## config.mk

```make
export PLATFORM = sky130hd
export DESIGN_NAME = uart_rx_deser
export DESIGN_NICKNAME = d
export VERILOG_FILES = /design/src/rtl/uart_pkg.sv /design/src/rtl/uart_rx_sync.sv /design/src/rtl/uart_rx_deser.sv
export SDC_FILE = /design/constraint.sdc
export NUM_CORES = 1
export LEC_CHECK = 0
export CORE_ASPECT_RATIO = 1.75
export CORE_MARGIN = 4
export CORE_UTILIZATION = 28
export CTS_BUF_LIST = sky130_fd_sc_hd__clkbuf_8
export CTS_CLUSTER_SIZE = 30
export DETAILED_ROUTE_END_ITERATION = 8
export GPL_TIMING_DRIVEN = 0
export PLACE_DENSITY_LB_ADDON = 0.25
export SLEW_MARGIN = 20
export SYNTH_ARGS = -nofsm -noshare
export SYNTH_HDL_FRONTEND = slang
export SYNTH_SLANG_ARGS = --single-unit
```

## constraint.sdc

```tcl
create_clock -name rxclk -period 1.6 [get_ports rxclk]
set_clock_uncertainty 0.1 [all_clocks]
set_input_delay 0.32 -clock rxclk [delete_from_list [all_inputs] [get_ports rxclk]]
set_output_delay 0.32 -clock rxclk [all_outputs]
set_load 0.02 [all_outputs]
```

## src/rtl/uart_pkg.sv

```systemverilog
// Shared types and default constants for the UART receive path.
// The receive FSM state encoding lives here so checkers and benches can name it.
package uart_pkg;

    typedef enum logic [1:0] {
        IDLE  = 2'b00,
        START = 2'b01,
        DATA  = 2'b10,
        STOP  = 2'b11
    } rx_state_t;

    localparam int UART_OVERSAMPLE = 16;
    localparam int UART_DATA_BITS  = 8;

    // Counter width for a modulus of n, never narrower than one bit.
    function automatic int cnt_width(input int n);
        if (n > 1) begin
            return $clog2(n);
        end else begin
            return 1;
        end
    endfunction

endpackage

```

## src/rtl/uart_rx_sync.sv

```systemverilog
// Metastability synchronizer for the asynchronous serial input.
// Flops preset to 1 so a reset line looks idle rather than like a start bit.
module uart_rx_sync #(
    parameter int SYNC_STAGES = 2
) (
    input  logic rxclk,
    input  logic reset,
    input  logic rx_in,
    output logic rx_s
);

    logic [SYNC_STAGES-1:0] sync_r;

    // Shift the raw line through the synchronizer chain.
    always_ff @(posedge rxclk or negedge reset) begin
        if (!reset) begin
            sync_r <= '1;
        end else begin
            sync_r <= {sync_r[SYNC_STAGES-2:0], rx_in};
        end
    end

    assign rx_s = sync_r[SYNC_STAGES-1];

endmodule

```

## src/rtl/uart_rx_deser.sv

```systemverilog
// 8N1 UART receiver: 16x oversampled frame recovery with an unload handshake,
// framing-error and overrun reporting.
module uart_rx_deser
    import uart_pkg::*;
#(
    parameter int OVERSAMPLE  = UART_OVERSAMPLE,
    parameter int DATA_BITS   = UART_DATA_BITS,
    parameter int SYNC_STAGES = 2
) (
    input  logic                 rxclk,
    input  logic                 reset,
    input  logic                 rx_enable,
    input  logic                 rx_in,
    input  logic                 uld_rx_data,
    output logic [DATA_BITS-1:0] rx_data,
    output logic                 rx_empty,
    output logic                 rx_frame_err,
    output logic                 rx_over_run,
    output logic                 rx_busy
);

    localparam int CNT_W = cnt_width(OVERSAMPLE);
    localparam int BIT_W = cnt_width(DATA_BITS);

    localparam logic [CNT_W-1:0] CNT_ZERO = '0;
    localparam logic [CNT_W-1:0] CNT_ONE  = CNT_W'(1);
    localparam logic [CNT_W-1:0] CNT_HALF = CNT_W'(OVERSAMPLE / 2 - 1);
    localparam logic [CNT_W-1:0] CNT_MAX  = CNT_W'(OVERSAMPLE - 1);
    localparam logic [BIT_W-1:0] BIT_ZERO = '0;
    localparam logic [BIT_W-1:0] BIT_ONE  = BIT_W'(1);
    localparam logic [BIT_W-1:0] BIT_LAST = BIT_W'(DATA_BITS - 1);

    logic                 rx_s;
    rx_state_t            state_r, state_n;
    logic [CNT_W-1:0]     sample_cnt_r, sample_cnt_n;
    logic [BIT_W-1:0]     bit_cnt_r, bit_cnt_n;
    logic [DATA_BITS-1:0] shift_r, shift_n;
    logic                 armed_r, armed_n;
    logic                 stop_hit_s;
    logic                 load_s, drop_s, unload_s;

    logic [DATA_BITS-1:0] rx_data_r, rx_data_n;
    logic                 rx_empty_r, rx_empty_n;
    logic                 rx_frame_err_r, rx_frame_err_n;
    logic                 rx_over_run_r, rx_over_run_n;
    logic                 rx_busy_r, rx_busy_n;

    uart_rx_sync #(
        .SYNC_STAGES (SYNC_STAGES)
    ) u_sync (
        .rxclk (rxclk),
        .reset (reset),
        .rx_in (rx_in),
        .rx_s  (rx_s)
    );

    // Frame FSM next-state, bit timing counters and shift register.
    always_comb begin
        state_n      = state_r;
        sample_cnt_n = sample_cnt_r;
        bit_cnt_n    = bit_cnt_r;
        shift_n      = shift_r;
        stop_hit_s   = 1'b0;

        // Only an idle-high line re-arms start detection, so a held break cannot retrigger.
        if (state_r == IDLE && rx_s) begin
            armed_n = 1'b1;
        end else begin
            armed_n = armed_r;
        end

        if (!rx_enable) begin
            state_n      = IDLE;
            sample_cnt_n = CNT_ZERO;
            bit_cnt_n    = BIT_ZERO;
        end else begin
            case (state_r)
                IDLE: begin
                    if (armed_r && !rx_s) begin
                        state_n      = START;
                        sample_cnt_n = CNT_ZERO;
                        armed_n      = 1'b0;
                    end else begin
                        state_n = IDLE;
                    end
                end
                START: begin
                    if (sample_cnt_r == CNT_HALF) begin
                        sample_cnt_n = CNT_ZERO;
                        bit_cnt_n    = BIT_ZERO;
                        if (!rx_s) begin
                            state_n = DATA;
                        end else begin
                            state_n = IDLE;
                        end
                    end else begin
                        sample_cnt_n = sample_cnt_r + CNT_ONE;
                    end
                end
                DATA: begin
                    if (sample_cnt_r == CNT_MAX) begin
                        sample_cnt_n = CNT_ZERO;
                        shift_n      = {rx_s, shift_r[DATA_BITS-1:1]};
                        if (bit_cnt_r == BIT_LAST) begin
                            state_n   = STOP;
                            bit_cnt_n = BIT_ZERO;
                        end else begin
                            bit_cnt_n = bit_cnt_r + BIT_ONE;
                        end
                    end else begin
                        sample_cnt_n = sample_cnt_r + CNT_ONE;
                    end
                end
                STOP: begin
                    if (sample_cnt_r == CNT_MAX) begin
                        sample_cnt_n = CNT_ZERO;
                        state_n      = IDLE;
                        stop_hit_s   = 1'b1;
                    end else begin
                        sample_cnt_n = sample_cnt_r + CNT_ONE;
                    end
                end
                default: begin
                    state_n      = IDLE;
                    sample_cnt_n = CNT_ZERO;
                    bit_cnt_n    = BIT_ZERO;
                end
            endcase
        end
    end

    assign load_s   = stop_hit_s & rx_s & (rx_empty_r | uld_rx_data);
    assign drop_s   = stop_hit_s & rx_s & ~rx_empty_r & ~uld_rx_data;
    assign unload_s = uld_rx_data & ~rx_empty_r;

    // Host-facing holding register and status flags; a load beats a same-cycle unload.
    always_comb begin
        rx_data_n      = rx_data_r;
        rx_empty_n     = rx_empty_r;
        rx_frame_err_n = rx_frame_err_r;
        rx_over_run_n  = rx_over_run_r;
        rx_busy_n      = (state_n != IDLE);

        if (load_s) begin
            rx_data_n  = shift_r;
            rx_empty_n = 1'b0;
        end else if (unload_s) begin
            rx_empty_n = 1'b1;
        end else begin
            rx_empty_n = rx_empty_r;
        end

        if (unload_s) begin
            rx_over_run_n = 1'b0;
        end else if (drop_s) begin
            rx_over_run_n = 1'b1;
        end else begin
            rx_over_run_n = rx_over_run_r;
        end

        if (stop_hit_s) begin
            rx_frame_err_n = ~rx_s;
        end else begin
            rx_frame_err_n = rx_frame_err_r;
        end
    end

    // Frame FSM state, counters, shift register and arm flag.
    always_ff @(posedge rxclk or negedge reset) begin
        if (!reset) begin
            state_r      <= IDLE;
            sample_cnt_r <= CNT_ZERO;
            bit_cnt_r    <= BIT_ZERO;
            shift_r      <= '0;
            armed_r      <= 1'b0;
        end else begin
            state_r      <= state_n;
            sample_cnt_r <= sample_cnt_n;
            bit_cnt_r    <= bit_cnt_n;
            shift_r      <= shift_n;
            armed_r      <= armed_n;
        end
    end

    // Registered host-side outputs.
    always_ff @(posedge rxclk or negedge reset) begin
        if (!reset) begin
            rx_data_r      <= '0;
            rx_empty_r     <= 1'b1;
            rx_frame_err_r <= 1'b0;
            rx_over_run_r  <= 1'b0;
            rx_busy_r      <= 1'b0;
        end else begin
            rx_data_r      <= rx_data_n;
            rx_empty_r     <= rx_empty_n;
            rx_frame_err_r <= rx_frame_err_n;
            rx_over_run_r  <= rx_over_run_n;
            rx_busy_r      <= rx_busy_n;
        end
    end

    assign rx_data      = rx_data_r;
    assign rx_empty     = rx_empty_r;
    assign rx_frame_err = rx_frame_err_r;
    assign rx_over_run  = rx_over_run_r;
    assign rx_busy      = rx_busy_r;

endmodule
```

==> results of run 1 <==
[power by group]
| part | switching, W | total [W] | internal [W] |
|---|---|---|---|
| combinational | 0.0000628 | 0.000109 | 0.0000465 |
| clock | 0.000283 | 0.000738 | 0.000455 |
| sequential | 0.0000109 | 0.000837 | 0.000826 |
| total | 0.000357 | 0.00168 | 0.00133 |
[per-layer routing]
metal,track usage,vias up
li1,-,494
met1,0.09565,509
met2,0.1658,23
met3,0.02748,7
met4,0.03709,0
met5,0,-
[registers in the layout, summed over array words and instances, names as in the netlist, named ones only]
| register | flops |
|---|---|
| bit_cnt_r | 3 |
| shift_r | 8 |
| rx_over_run | 1 |
| rx_empty | 1 |
| rx_busy | 1 |
| rx_data | 8 |
| sample_cnt_r | 4 |
| rx_frame_err | 1 |
| state_r | 2 |
| u_sync.sync_r | 2 |
[per-stage QoR]
stage	instances	total power [W]	worst slack, ps	TNS, ps
after floorplan	120	0.0008980	-79.96	-1021
after global placement	210	0.0009413	-574.2	-22900
after detailed placement	210	0.0009440	-562.1	-7691
after CTS	226	0.001700	-163.2	-1995
after global routing	229	0.001765	-222.2	-3324
final	229	0.001684	-162.8	-1871
[synth_stat cells (all sizes together)]
cell type and number:
mux2 20, ha 3, and3b 2, buf 6
and4 1, o2bb2ai 1, nand3 4, dfrtp 29
nor2 10, a22o 3, o21ai 4, o2111ai 1
xnor2 1, nand2b 1, dfstp 3, a32o 1
o31ai 1, a31oi 1, o221a 1, a21oi 4
nand3b 2, and3 1, a2bb2oi 1, inv 6
nor3 3, nand4 1, nand2 8, and2 1
[logic make-up (layout without fill, tap and decap cells)]
group                    count (synthesis)  in the layout  share of synthesized area
AO/OA/AOI/OAI                           18             18                    0.08531
XOR/XNOR                                 1              1                   0.005687
adder cells (fa/ha/maj)                  3              3                    0.02437
buffers and inverters                   12             47                    0.04874
flip-flops                              32             32                     0.5223
multiplexers                            20             20                     0.1657
AND/OR/NAND/NOR                         34             34                     0.1479
[worst min-delay path by stage]
stage	from	endpoint	slack, ps	cells after the start
6_report	reset	rx_data[6]$_DFFE_PN0P_	-20	1
2_1_floorplan	reset	asynchronous set/reset pin	-80	0
5_1_grt	reset	rx_data[5]$_DFFE_PN0P_	50	1
3_3_place_gp	u_sync.sync_r[0]$_DFF_PN1_	u_sync.sync_r[1]$_DFF_PN1_	250	0
3_5_place_dp	u_sync.sync_r[0]$_DFF_PN1_	u_sync.sync_r[1]$_DFF_PN1_	250	0
4_1_cts	reset	rx_data[6]$_DFFE_PN0P_	10	1
[repair_timing]
item                       4_1_cts  5_1_grt
resized for setup               18       14
buffers inserted                 8        3
pin swaps                        2        6
setup endpoints to repair       29       24
[final cells by class]
class | instances | area share
timing repair buffer | 27 | 0.1179
clock buffer | 5 | 0.03343
multi-input combinational | 76 | 0.3538
clock inverter | 3 | 0.01885
inverter | 6 | 0.01094
sequential | 32 | 0.3909
buffer | 6 | 0.02918
tap | 74 | 0.04498
==> out/results.ini, run 1 <==
[floorplanning]
core_area_mm2=0.005299
io_pins=17
die_w_um=64.07
die_area_mm2=0.006798
fp.dieH_um=106.1
rows=35
start_util=0.2907

[logic_synthesis]
ys_seq_elements=32
synth_cell_types=35
synth_top_area_frac=0.4712
ys_seq_area_frac=0.5223
netlist.top_cell.by_area=dfrtp_1
avgSynthCellArea_um2=12.84
syn_inst=120
syn_area_mm2=0.001540
synth.area.top_cells=dfrtp_1, mux2_2, mux2_4, dfstp_2, ha_1
syn_nets=128
yosys_warnings=0

[grt]
grtUsageTotal=0.09147
antenna_found_initial=0
grt_pass1_wl_um=4823
grt.overflow.total=0
grt_max_degree=33
grt_pass1_vias=1020

[cts]
cts_sinks=32
cts-root-buf=clkbuf_8
clk_path_buf_depth=2
ctsHoldBuffers=0
clock_latency_ps=280
cts_buffers=5
cts_tree=built
clk_pin_slew_ps=60
cts_max_level=2

[sta]
fmax_mhz=567.3
tightest_slew_ps=700.4
final.period_utilization=1.102
finalHoldViolCount=29
layout_min_cycle_time_ps=1763
drv_slew=0
finalSetupViolCount=17
maxSlewHeadroom=0.5331
rsz0062_at_grt=yes
fin_ws_ps=-162.8
hold-worst-slack_ps=-15.19

[cells_and_area]
fin_util=0.3884
most-common-layout-cells=dfrtp_1, mux2_4, dlygate4sd2_1
multi_input_area_um2=728.2
n_antenna_cell=0
final_common_cell=dfrtp_1
regArea_um2=804.5
drive_above_1_share=0.4065
finalInstanceArea_mm2=0.002058
area_growth_pct=33.63
fillCellCount=523
nets=162

[drt]
avgRoutedWirePerCell_um=12.73
via_per_inst=4.511
highest_layer=met4
antenna_left=0
drc=0
wirelength_um=2915
first_pass_iters=2
num_vias=1033
dr_wl_met2_um=1572
wl_met3_um=118
met1_length_um=1152
dr.first_iter.drc_count=19

[critical_path]
cpMaxStageDelayCell=dfrtp_1
ff2ff_path_depth=6
crit_family=simple AND/OR/NAND/NOR gates
timing.rr.start=sample_cnt_r[1]$_DFFE_PN0P_
crit_buf_inv=1
cp.depth=6
critPathKind=flip-flop to flip-flop
required_ps=1660
cp-startpoint=sample_cnt_r[1]$_DFFE_PN0P_
worstSetupEndpoint=rx_data[4]$_DFFE_PN0P_
r2r_setup_slack_ps=-160
r2r-end=rx_data[4]$_DFFE_PN0P_
arrival_ps=1830
crit_fanout=8
crit_chain=ha_2, buf_6, and4_4, nand3_4, nor2_8, mux2_4
critical_path.max_stage_delay_ps=370
end_kind=flip-flop
start_kind=flip-flop

[placement]
placed_area_mm2=0.001807
io_buffers=16
place.gp.congestion=0.8440
dp_hpwl_um=2051

[job]
drv_cap=0

[power]
ir_drop_v=0.0002709
p_leak_nw=0.9934
powerDensity_mw_per_mm2=818.2

[outcome]
status=finished, violations left
violations=hold timing, setup timing

[min_path]
min_path_type=input port to asynchronous set/reset pin

Note: power is estimated with default switching activity, not from simulation.
==> run 2, diff against run 1 <==
--- a/config.mk
+++ b/config.mk
@@ -9,7 +9,6 @@
 export CORE_MARGIN = 4
 export CORE_UTILIZATION = 28
 export CTS_BUF_LIST = sky130_fd_sc_hd__clkbuf_8
-export CTS_CLUSTER_SIZE = 30
 export DETAILED_ROUTE_END_ITERATION = 8
 export GPL_TIMING_DRIVEN = 0
 export PLACE_DENSITY_LB_ADDON = 0.25
==> results of run 2 <==
The final DEF is identical to that of run 1; final timing and power are the same.
==> run 3, diff against run 2 <==
--- a/config.mk
+++ b/config.mk
@@ -9,6 +9,7 @@
 export CORE_MARGIN = 4
 export CORE_UTILIZATION = 28
 export CTS_BUF_LIST = sky130_fd_sc_hd__clkbuf_8
+export CTS_CLUSTER_SIZE = 14
 export DETAILED_ROUTE_END_ITERATION = 8
 export GPL_TIMING_DRIVEN = 0
 export PLACE_DENSITY_LB_ADDON = 0.25
==> constraint.sdc (replaced) <==
create_clock -name rxclk -period 2.1 [get_ports rxclk]
set_clock_uncertainty 0.1 [all_clocks]
set_input_delay 0.42 -clock rxclk [delete_from_list [all_inputs] [get_ports rxclk]]
set_output_delay 0.42 -clock rxclk [all_outputs]
set_load 0.02 [all_outputs]
==> run 3 against run 2 <==
The run now ends clean. Worst hold slack gained 110 ps. Clock-buffer cell count is 2 higher. Core utilization is 3.2 points lower. Register-to-register slack better by 450 ps. Combinational power down 39%. Worst setup slack improved by 320 ps. Cell area fell by 8.3%. Sequential power fell by 24%. Total power fell by 28%. First-iteration DRC count increased by 63%. Critical endpoint is now rx_empty.
==> out/results.ini, run 3 (synthesis gave the netlist of run 1 again) <==
[cells_and_area]
fillCellCount=532
nets=151
drive_above_1_share=0.3125
final_common_cell=dfrtp_1
area_growth_pct=22.58
most-common-layout-cells=dfrtp_1, clkdlybuf4s50_1, mux2_2
n_antenna_cell=0
regArea_um2=804.5
fin_cells=218
multi_input_area_um2=660.6

[cts]
cts-root-buf=clkbuf_8
cts_resized=0
ctsHoldBuffers=0
cts_tree=built
cts_max_level=2
clk_pin_slew_ps=60
cts_buffers=5
clk_path_buf_depth=2
postCtsSetupBuffers=0
clock_latency_ps=280
cts_sinks=32

[placement]
place.gp.congestion=0.8447
dpl_worst_slack_ps=-109.5
dpl.cell_count=210
io_buffers=16
dp_hpwl_um=1981

[floorplanning]
rows=35
die_area_mm2=0.006798
core_area_mm2=0.005299
fp.dieH_um=106.1
io_pins=17
die_w_um=64.07
start_util=0.2907

[sta]
tightest_slew_ps=710.1
fmax_mhz=513.8
finalSetupViolCount=0
fin_ws_ps=153.7
maxSlewHeadroom=0.5266
drv_slew=0
final.period_utilization=0.9268
hold-worst-slack_ps=92.21
finalHoldViolCount=0
rsz0062_at_grt=no
layout_min_cycle_time_ps=1946

[critical_path]
crit_chain=clkdlybuf4s50_1
arrival_ps=1430
cpMaxStageDelayCell=clkdlybuf4s50_1
required_ps=1580
start_kind=flip-flop
crit_family=buffers and inverters
crit_buf_inv=1
critPathKind=flip-flop to primary output
crit_fanout=4
end_kind=primary output
critical_path.max_stage_delay_ps=600

[grt]
grt_pass1_wl_um=4416
grt.overflow.total=0
grt_pass1_vias=967
grt_max_degree=33
antenna_found_initial=0
grtUsageTotal=0.08242

[power]
ir_drop_v=0.0003195
totalPowerFinal_w=0.001213
p_leak_nw=0.8532
powerDensity_mw_per_mm2=642.2

[drt]
first_pass_iters=3
avgRoutedWirePerCell_um=12.10
wirelength_um=2637
antenna_left=0
num_vias=959
drc=0
via_per_inst=4.399
dr.first_iter.drc_count=31

[job]
drv_cap=0

[min_path]
min_path_type=input port to asynchronous set/reset pin

[outcome]
status=completed

## run 3: cell count changes in the layout (fill, tap and decap cells not counted), sizes merged
cell and change:
bufinv -1, clkbuf +2, clkdlybuf4s50 +13, dlygate4sd2 -12, clkinv -1, buf -11, clkdlybuf4s15 -1
## run 3: final cells by class
| type | count | share of cell area |
|---|---|---|
| multi-input combinational | 76 | 0.3499 |
| inverter | 6 | 0.01193 |
| clock buffer | 7 | 0.05103 |
| buffer | 6 | 0.02783 |
| timing repair buffer | 16 | 0.08217 |
| sequential | 32 | 0.4261 |
| clock inverter | 1 | 0.001988 |
| tap | 74 | 0.04904 |
## run 3: stage by stage
step                      utilization  cell area, µm²  TNS [ps]
after floorplan                     -            1540         0
after CTS                      0.3563            1888         0
after detailed placement       0.3374            1788    -809.9
after global routing           0.3563            1888         0
final                          0.3563            1888         0
after global placement         0.3384            1793     -3335
## run 3: per-layer routing
layer / share of wire / GRT usage / wire length (µm)
met1: 0.41 / 0.08745 / 1084
met5: 0 / 0 / 0
met3: 0.042 / 0.02431 / 110
met4: 0.012 / 0.03246 / 32
met2: 0.53 / 0.1488 / 1409
## run 3: final timing paths
| path | start | cells after the start | end | slack, ps |
|---|---|---|---|---|
| max | rx_empty$_DFFE_PN1P_ | 1 | rx_empty | 150 |
| min | reset | 1 | rx_data[5]$_DFFE_PN0P_ | 90 |
| max reg2reg | sample_cnt_r[0]$_DFFE_PN0P_ | 6 | rx_data[5]$_DFFE_PN0P_ | 290 |
| min reg2reg | u_sync.sync_r[0]$_DFF_PN1_ | 0 | u_sync.sync_r[1]$_DFF_PN1_ | 260 |
| max in group asynchronous | reset | 1 | shift_r[0]$_DFFE_PN0P_ | 1350 |
| min in group rxclk | u_sync.sync_r[0]$_DFF_PN1_ | 0 | u_sync.sync_r[1]$_DFF_PN1_ | 260 |
## run 3: power by group
group | switching [W] | internal [W]
clock network | 0.000215 | 0.000294
registers | 0.00000834 | 0.000629
logic | 0.0000394 | 0.0000268
